==> config.mk <==
export PLATFORM = sky130hd
export DESIGN_NAME = interrupt_sequencer
export DESIGN_NICKNAME = d
export VERILOG_FILES = /design/src/rtl/interrupt_sequencer.sv
export SDC_FILE = /design/constraint.sdc
export NUM_CORES = 1
export LEC_CHECK = 0
export BUFFER_PORTS_ARGS = -buffer_cell sky130_fd_sc_hd__buf_2
export CAP_MARGIN = 10
export CORE_AREA = 2 2 104 106
export DETAILED_ROUTE_END_ITERATION = 8
export DIE_AREA = 0 0 106 108
export PLACE_DENSITY = 0.88
export SLEW_MARGIN = 40
export SYNTH_ARGS = -nofsm -noshare
export SYNTH_HDL_FRONTEND = slang
export SYNTH_SLANG_ARGS = --single-unit
==> constraint.sdc <==
create_clock -name Clock -period 2.25 [get_ports Clock]
set_clock_uncertainty 0.1 [all_clocks]
set_input_delay 0.1125 -clock Clock [delete_from_list [all_inputs] [get_ports Clock]]
set_output_delay 0.1125 -clock Clock [all_outputs]
set_load 0.1 [all_outputs]
==> src/rtl/interrupt_sequencer.sv <==
// Pipeline-side interrupt sequencer: waits for a safe point, drains the pipeline,
// signals the trap to CP0, redirects fetch to the handler and sequences ERET back.
module interrupt_sequencer #(
  parameter logic [31:0] HANDLER_VECTOR = 32'h0000_0180,
  parameter int unsigned DRAIN_CYCLES   = 2,
  parameter int unsigned CNT_W          = 16
) (
  input  logic             Clock,
  input  logic             Reset,
  input  logic             InterruptRequest,
  input  logic             MemBusy,
  input  logic [31:0]      PCCurrent,
  input  logic             InDelaySlot,
  input  logic             EretValid,
  input  logic [31:0]      EPCIn,
  output logic             InterruptHandled,
  output logic [31:0]      InterruptedPC,
  output logic             Stall,
  output logic             Flush,
  output logic             PCRedirect,
  output logic [31:0]      RedirectTarget,
  output logic             InHandler,
  output logic [CNT_W-1:0] TakenCount
);

  typedef enum logic [2:0] {
    S_IDLE    = 3'd0,
    S_DRAIN   = 3'd1,
    S_TRAP    = 3'd2,
    S_HANDLER = 3'd3,
    S_RETURN  = 3'd4
  } state_t;

  localparam logic [2:0] DRAIN_LOAD = 3'(DRAIN_CYCLES - 1);

  function automatic logic [CNT_W-1:0] sat_inc(input logic [CNT_W-1:0] v);
    return (&v) ? v : v + CNT_W'(1);
  endfunction

  state_t           state_q, state_d;
  logic [2:0]       drain_q, drain_d;
  logic [31:0]      cap_pc_q, cap_pc_d;
  logic             handled_q, handled_d;
  logic [31:0]      ipc_q, ipc_d;
  logic             stall_q, stall_d;
  logic             flush_q, flush_d;
  logic             redir_q, redir_d;
  logic [31:0]      tgt_q, tgt_d;
  logic             inh_q, inh_d;
  logic [CNT_W-1:0] cnt_q, cnt_d;
  logic             take;

  assign take = InterruptRequest & ~MemBusy & ~EretValid;

  always_comb begin
    state_d  = state_q;
    drain_d  = drain_q;
    cap_pc_d = cap_pc_q;
    unique case (state_q)
      S_IDLE: begin
        // A stray ERET wins over a simultaneous request.
        if (EretValid) begin
          state_d = S_RETURN;
        end else if (take) begin
          cap_pc_d = InDelaySlot ? (PCCurrent - 32'd4) : PCCurrent;
          drain_d  = DRAIN_LOAD;
          state_d  = S_DRAIN;
        end
      end
      S_DRAIN: begin
        if (drain_q == 3'd0) state_d = S_TRAP;
        else                 drain_d = drain_q - 3'd1;
      end
      S_TRAP:    state_d = S_HANDLER;
      S_HANDLER: if (EretValid) state_d = S_RETURN;
      S_RETURN:  state_d = S_IDLE;
      default:   state_d = S_IDLE;
    endcase
  end

  // Outputs are a registered function of the state being entered.
  always_comb begin
    handled_d = 1'b0;
    stall_d   = 1'b0;
    flush_d   = 1'b0;
    redir_d   = 1'b0;
    inh_d     = 1'b0;
    ipc_d     = ipc_q;
    tgt_d     = tgt_q;
    cnt_d     = cnt_q;
    unique case (state_d)
      S_DRAIN: begin
        stall_d = 1'b1;
        flush_d = 1'b1;
      end
      S_TRAP: begin
        handled_d = 1'b1;
        ipc_d     = cap_pc_q;
        redir_d   = 1'b1;
        tgt_d     = HANDLER_VECTOR;
        flush_d   = 1'b1;
        cnt_d     = sat_inc(cnt_q);
      end
      S_HANDLER: inh_d = 1'b1;
      S_RETURN: begin
        flush_d = 1'b1;
        redir_d = 1'b1;
        tgt_d   = EPCIn;
      end
      default: ;
    endcase
  end

  always_ff @(posedge Clock or negedge Reset) begin
    if (!Reset) begin
      state_q   <= S_IDLE;
      drain_q   <= 3'd0;
      cap_pc_q  <= 32'd0;
      handled_q <= 1'b0;
      ipc_q     <= 32'd0;
      stall_q   <= 1'b0;
      flush_q   <= 1'b0;
      redir_q   <= 1'b0;
      tgt_q     <= 32'd0;
      inh_q     <= 1'b0;
      cnt_q     <= '0;
    end else begin
      state_q   <= state_d;
      drain_q   <= drain_d;
      cap_pc_q  <= cap_pc_d;
      handled_q <= handled_d;
      ipc_q     <= ipc_d;
      stall_q   <= stall_d;
      flush_q   <= flush_d;
      redir_q   <= redir_d;
      tgt_q     <= tgt_d;
      inh_q     <= inh_d;
      cnt_q     <= cnt_d;
    end
  end

  assign InterruptHandled = handled_q;
  assign InterruptedPC    = ipc_q;
  assign Stall            = stall_q;
  assign Flush            = flush_q;
  assign PCRedirect       = redir_q;
  assign RedirectTarget   = tgt_q;
  assign InHandler        = inh_q;
  assign TakenCount       = cnt_q;

endmodule

==> reports/summary.json <==
{
  "die-area_um2": 11450,
  "portBuffers": 154,
  "critical_path.slowest_cell": "dlygate4sd3_1",
  "wl_per_cell_um": 16.86,
  "powerDensity_nw_per_um2": 1623,
  "total_leakage_power_nw": 3.924,
  "synthToLayoutAreaGrowth_pct": 46.81,
  "path_class": "input pin to flop",
  "cpLargestDelayFamily": "buffers and inverters",
  "outcome": "complete, but fails checks",
  "total_power_mw": 12.49,
  "syn_area_um2": 5241,
  "first_global_vias": 4880,
  "max-clock-path-buffers": 2,
  "finalHoldViolCount": 0,
  "critPathArrivalTime_ps": 2540,
  "antenna_found_initial": 0,
  "synth_edf_count": 0,
  "most-common-layout-cells": "buf_2 (153), nand2_1 (144), dfrtp_1 (112)",
  "placeableCoreArea_um2": 10230,
  "syn-instance-count": 501,
  "fmax_mhz": 440.5,
  "netlist-cell-type-count": 42,
  "failed_checks": "setup timing",
  "route.vias.total": 4799,
  "final_core_util": 0.7521,
  "grt.overflow.total": 0,
  "totalWireLength_um": 15190,
  "detail_route.drc_violations": 0,
  "cpMostUsedCell": "dlygate4sd3_1",
  "critical_path.startpoint_type": "input pin",
  "final-setup-viol-count": 1,
  "min_path_type": "input pin to flop",
  "track_usage": 0.2749,
  "synth.area.top_cells": "dfrtp_1 (59%), nand2_1 (10%), a22o_1 (5.0%)",
  "pin_count": 155,
  "drive_above_1_share": 0.3037,
  "worst_setup_path_end_kind": "flop",
  "max-cap-violations": 0,
  "tightestPinTransition_ps": 551.5,
  "grt_setup_unrepaired": "no",
  "post-route-min-period_ps": 2270,
  "finalNetCount": 827,
  "placement_rows": 37,
  "cts_inserted_buffers": 17,
  "place.gp.congestion": 0.8494,
  "relSlewSlack": 0.6323,
  "post-route-period-util": 1.009,
  "hold-path-cell-count": 4,
  "pre_antenna_drt_iters": 4,
  "die-width_um": 106,
  "min_delay_worst_endpoint": "cap_pc_q[14]$_DFFE_PN0P_",
  "synth.yosys.warnings": 0,
  "timing.reg2reg.worst_path_depth": 9,
  "tritoncts_num_sinks": 123,
  "timing.setup.tns_ps": -20.38,
  "place_hpwl_um": 8746,
  "regToRegSetupSlack_ps": 220,
  "layout.cells.most_common": "buf_2",
  "floorplan.initialDensity": 0.5123,
  "synth_seq_area_share": 0.5873,
  "r2r_start": "drain_q[0]$_DFFE_PN0P_",
  "postLayoutSetupSlackWorst_ps": -20.38,
  "synthDominantAreaCellType": "dfrtp_1",
  "crit_chain": "dlygate4sd3_1 -> buf_2 -> or3_4 -> buf_4 -> nor4_2 -> xnor2_1 -> dlygate4sd3_1 -> o21ai_1",
  "clkTransAtPathRegs_ps": 50,
  "syn_nets": 575,
  "reg2reg_to": "RedirectTarget[7]$_DFFE_PN0P_",
  "clk_latency_ps": 510,
  "worstPathBufferInverterCount": 4,
  "avgSynthCellArea_um2": 10.46,
  "worst-endpoint-required_ps": 2520,
  "first_iter_violations": 297,
  "critical_path.max_fanout": 3,
  "cts-htree-levels": 4,
  "hold_path_startpoint": "PCCurrent[13]",
  "synth_top_cell_area_share": 0.5873,
  "report.final.slew_viol_count": 0,
  "postSynthRegisterBits": 123,
  "ys_async_sr_fraction": 1.000,
  "fp.dieH_um": 108,
  "largest_net_degree_at_the_start_of_global_routing": 61,
  "final_antenna_net_count": 0,
  "drt-vias-per-instance": 5.326,
  "cts_tree": "done",
  "synthFlopType": "dfrtp_1",
  "ir_drop_mv": 1.239,
  "worst_path_largest_cell_delay_ps": 590,
  "cts.root.buffer_cell": "clkbuf_8",
  "grt_pass1_wl_um": 24350,
  "cp_num_cells": 8
}
per-layer routing:
layer | routed length, um | vias up | track usage | part of all wire
met4 | 299 | 0 | 0.09774 | 0.020
met3 | 1013 | 32 | 0.07715 | 0.067
met5 | 0 | - | 0 | 0
met2 | 7939 | 204 | 0.4866 | 0.52
met1 | 5937 | 2368 | 0.3225 | 0.39
li1 | - | 2195 | - | -
worst min-delay path: cells and delay by family:
kind	cells	cell delay, ps
simple gates	1	200
buf+inv	1	120
compound gates	1	100
xor+xnor	1	60
area by class of cell:
class / count / area (um^2)
sequential: 123 / 3092
fill: 661 / 2536
multi-input combinational: 346 / 2085
timing repair buffer: 253 / 1739
clock buffer: 21 / 439.2
tap: 136 / 170.2
clock inverter: 9 / 122.6
inverter: 12 / 45.04
antenna: 1 / 2.502
state kept, by name, indices dropped and copies added (netlist names):
name	cells
InterruptedPC	32
RedirectTarget	32
cap_pc_q	32
TakenCount	16
drain_q	3
state_q	3
Flush	1
InHandler	1
InterruptHandled	1
PCRedirect	1
Stall	1
logic make-up after synthesis:
family          after synthesis  synth area share
fa+ha+maj                     4          0.009549
simple gates                227            0.2043
compound gates               68           0.09310
buf+inv                      32           0.02530
flops                       123            0.5873
mux                           4          0.008593
xor+xnor                     43           0.07185
worst max path at each step:
stage                               from                            end  slack [ps]
2_1_floorplan  TakenCount[2]$_DFFE_PN0P_     TakenCount[15]$_DFFE_PN0P_         -10
3_3_place_gp      drain_q[0]$_DFFE_PN0P_     TakenCount[14]$_DFFE_PN0P_         260
3_5_place_dp      drain_q[0]$_DFFE_PN0P_  RedirectTarget[8]$_DFFE_PN0P_         170
4_1_cts                    PCCurrent[20]       cap_pc_q[26]$_DFFE_PN0P_          40
5_1_grt                    PCCurrent[19]       cap_pc_q[21]$_DFFE_PN0P_           5
6_report                   PCCurrent[19]       cap_pc_q[21]$_DFFE_PN0P_         -20
repair_timing:
item | in CTS | in global routing
setup buffers | 0 | 8
hold endpoints to repair | 166 | 0
setup endpoints to repair | 0 | 15
hold buffers | 85 | 0
gates resized for setup | 0 | 10
synthesized netlist by cell type, types with 5 or more instances:
| library cell | n |
|---|---|
| a22o_1 | 30 |
| nand3_1 | 9 |
| clkbuf_1 | 15 |
| o21ai_1 | 17 |
| nor2_1 | 20 |
| inv_1 | 11 |
| nand2_1 | 146 |
| or3_1 | 6 |
| xor2_1 | 23 |
| nand4_1 | 9 |
| o21ai_0 | 13 |
| xnor2_1 | 20 |
| dfrtp_1 | 123 |
| nor4_1 | 5 |
| nor3_1 | 6 |
per-stage QoR:
step | std cells | instance area, um^2 | worst slack [ps] | hold WS, ps
3_5_place_dp | 781 | 6208 | 172.7 | 34.68
5_1_grt | 900 | 7692 | 4.701 | 40.44
4_1_cts | 896 | 7621 | 37.82 | 9.035
6_report | 901 | 7695 | -20.38 | 25.70
3_3_place_gp | 781 | 6208 | 257.1 | 16.46
2_1_floorplan | 501 | 5255 | -12.36 | -283.1
where the power goes:
part / internal (mW) / leakage (nW) / switching [mW]
clock: 1.69 / 0.277 / 0.907
sequential: 3.07 / 1.56 / 0.502
combinational: 1.15 / 2.09 / 5.16
total: 5.91 / 3.92 / 6.57
Power figures use the tool's default switching activity.
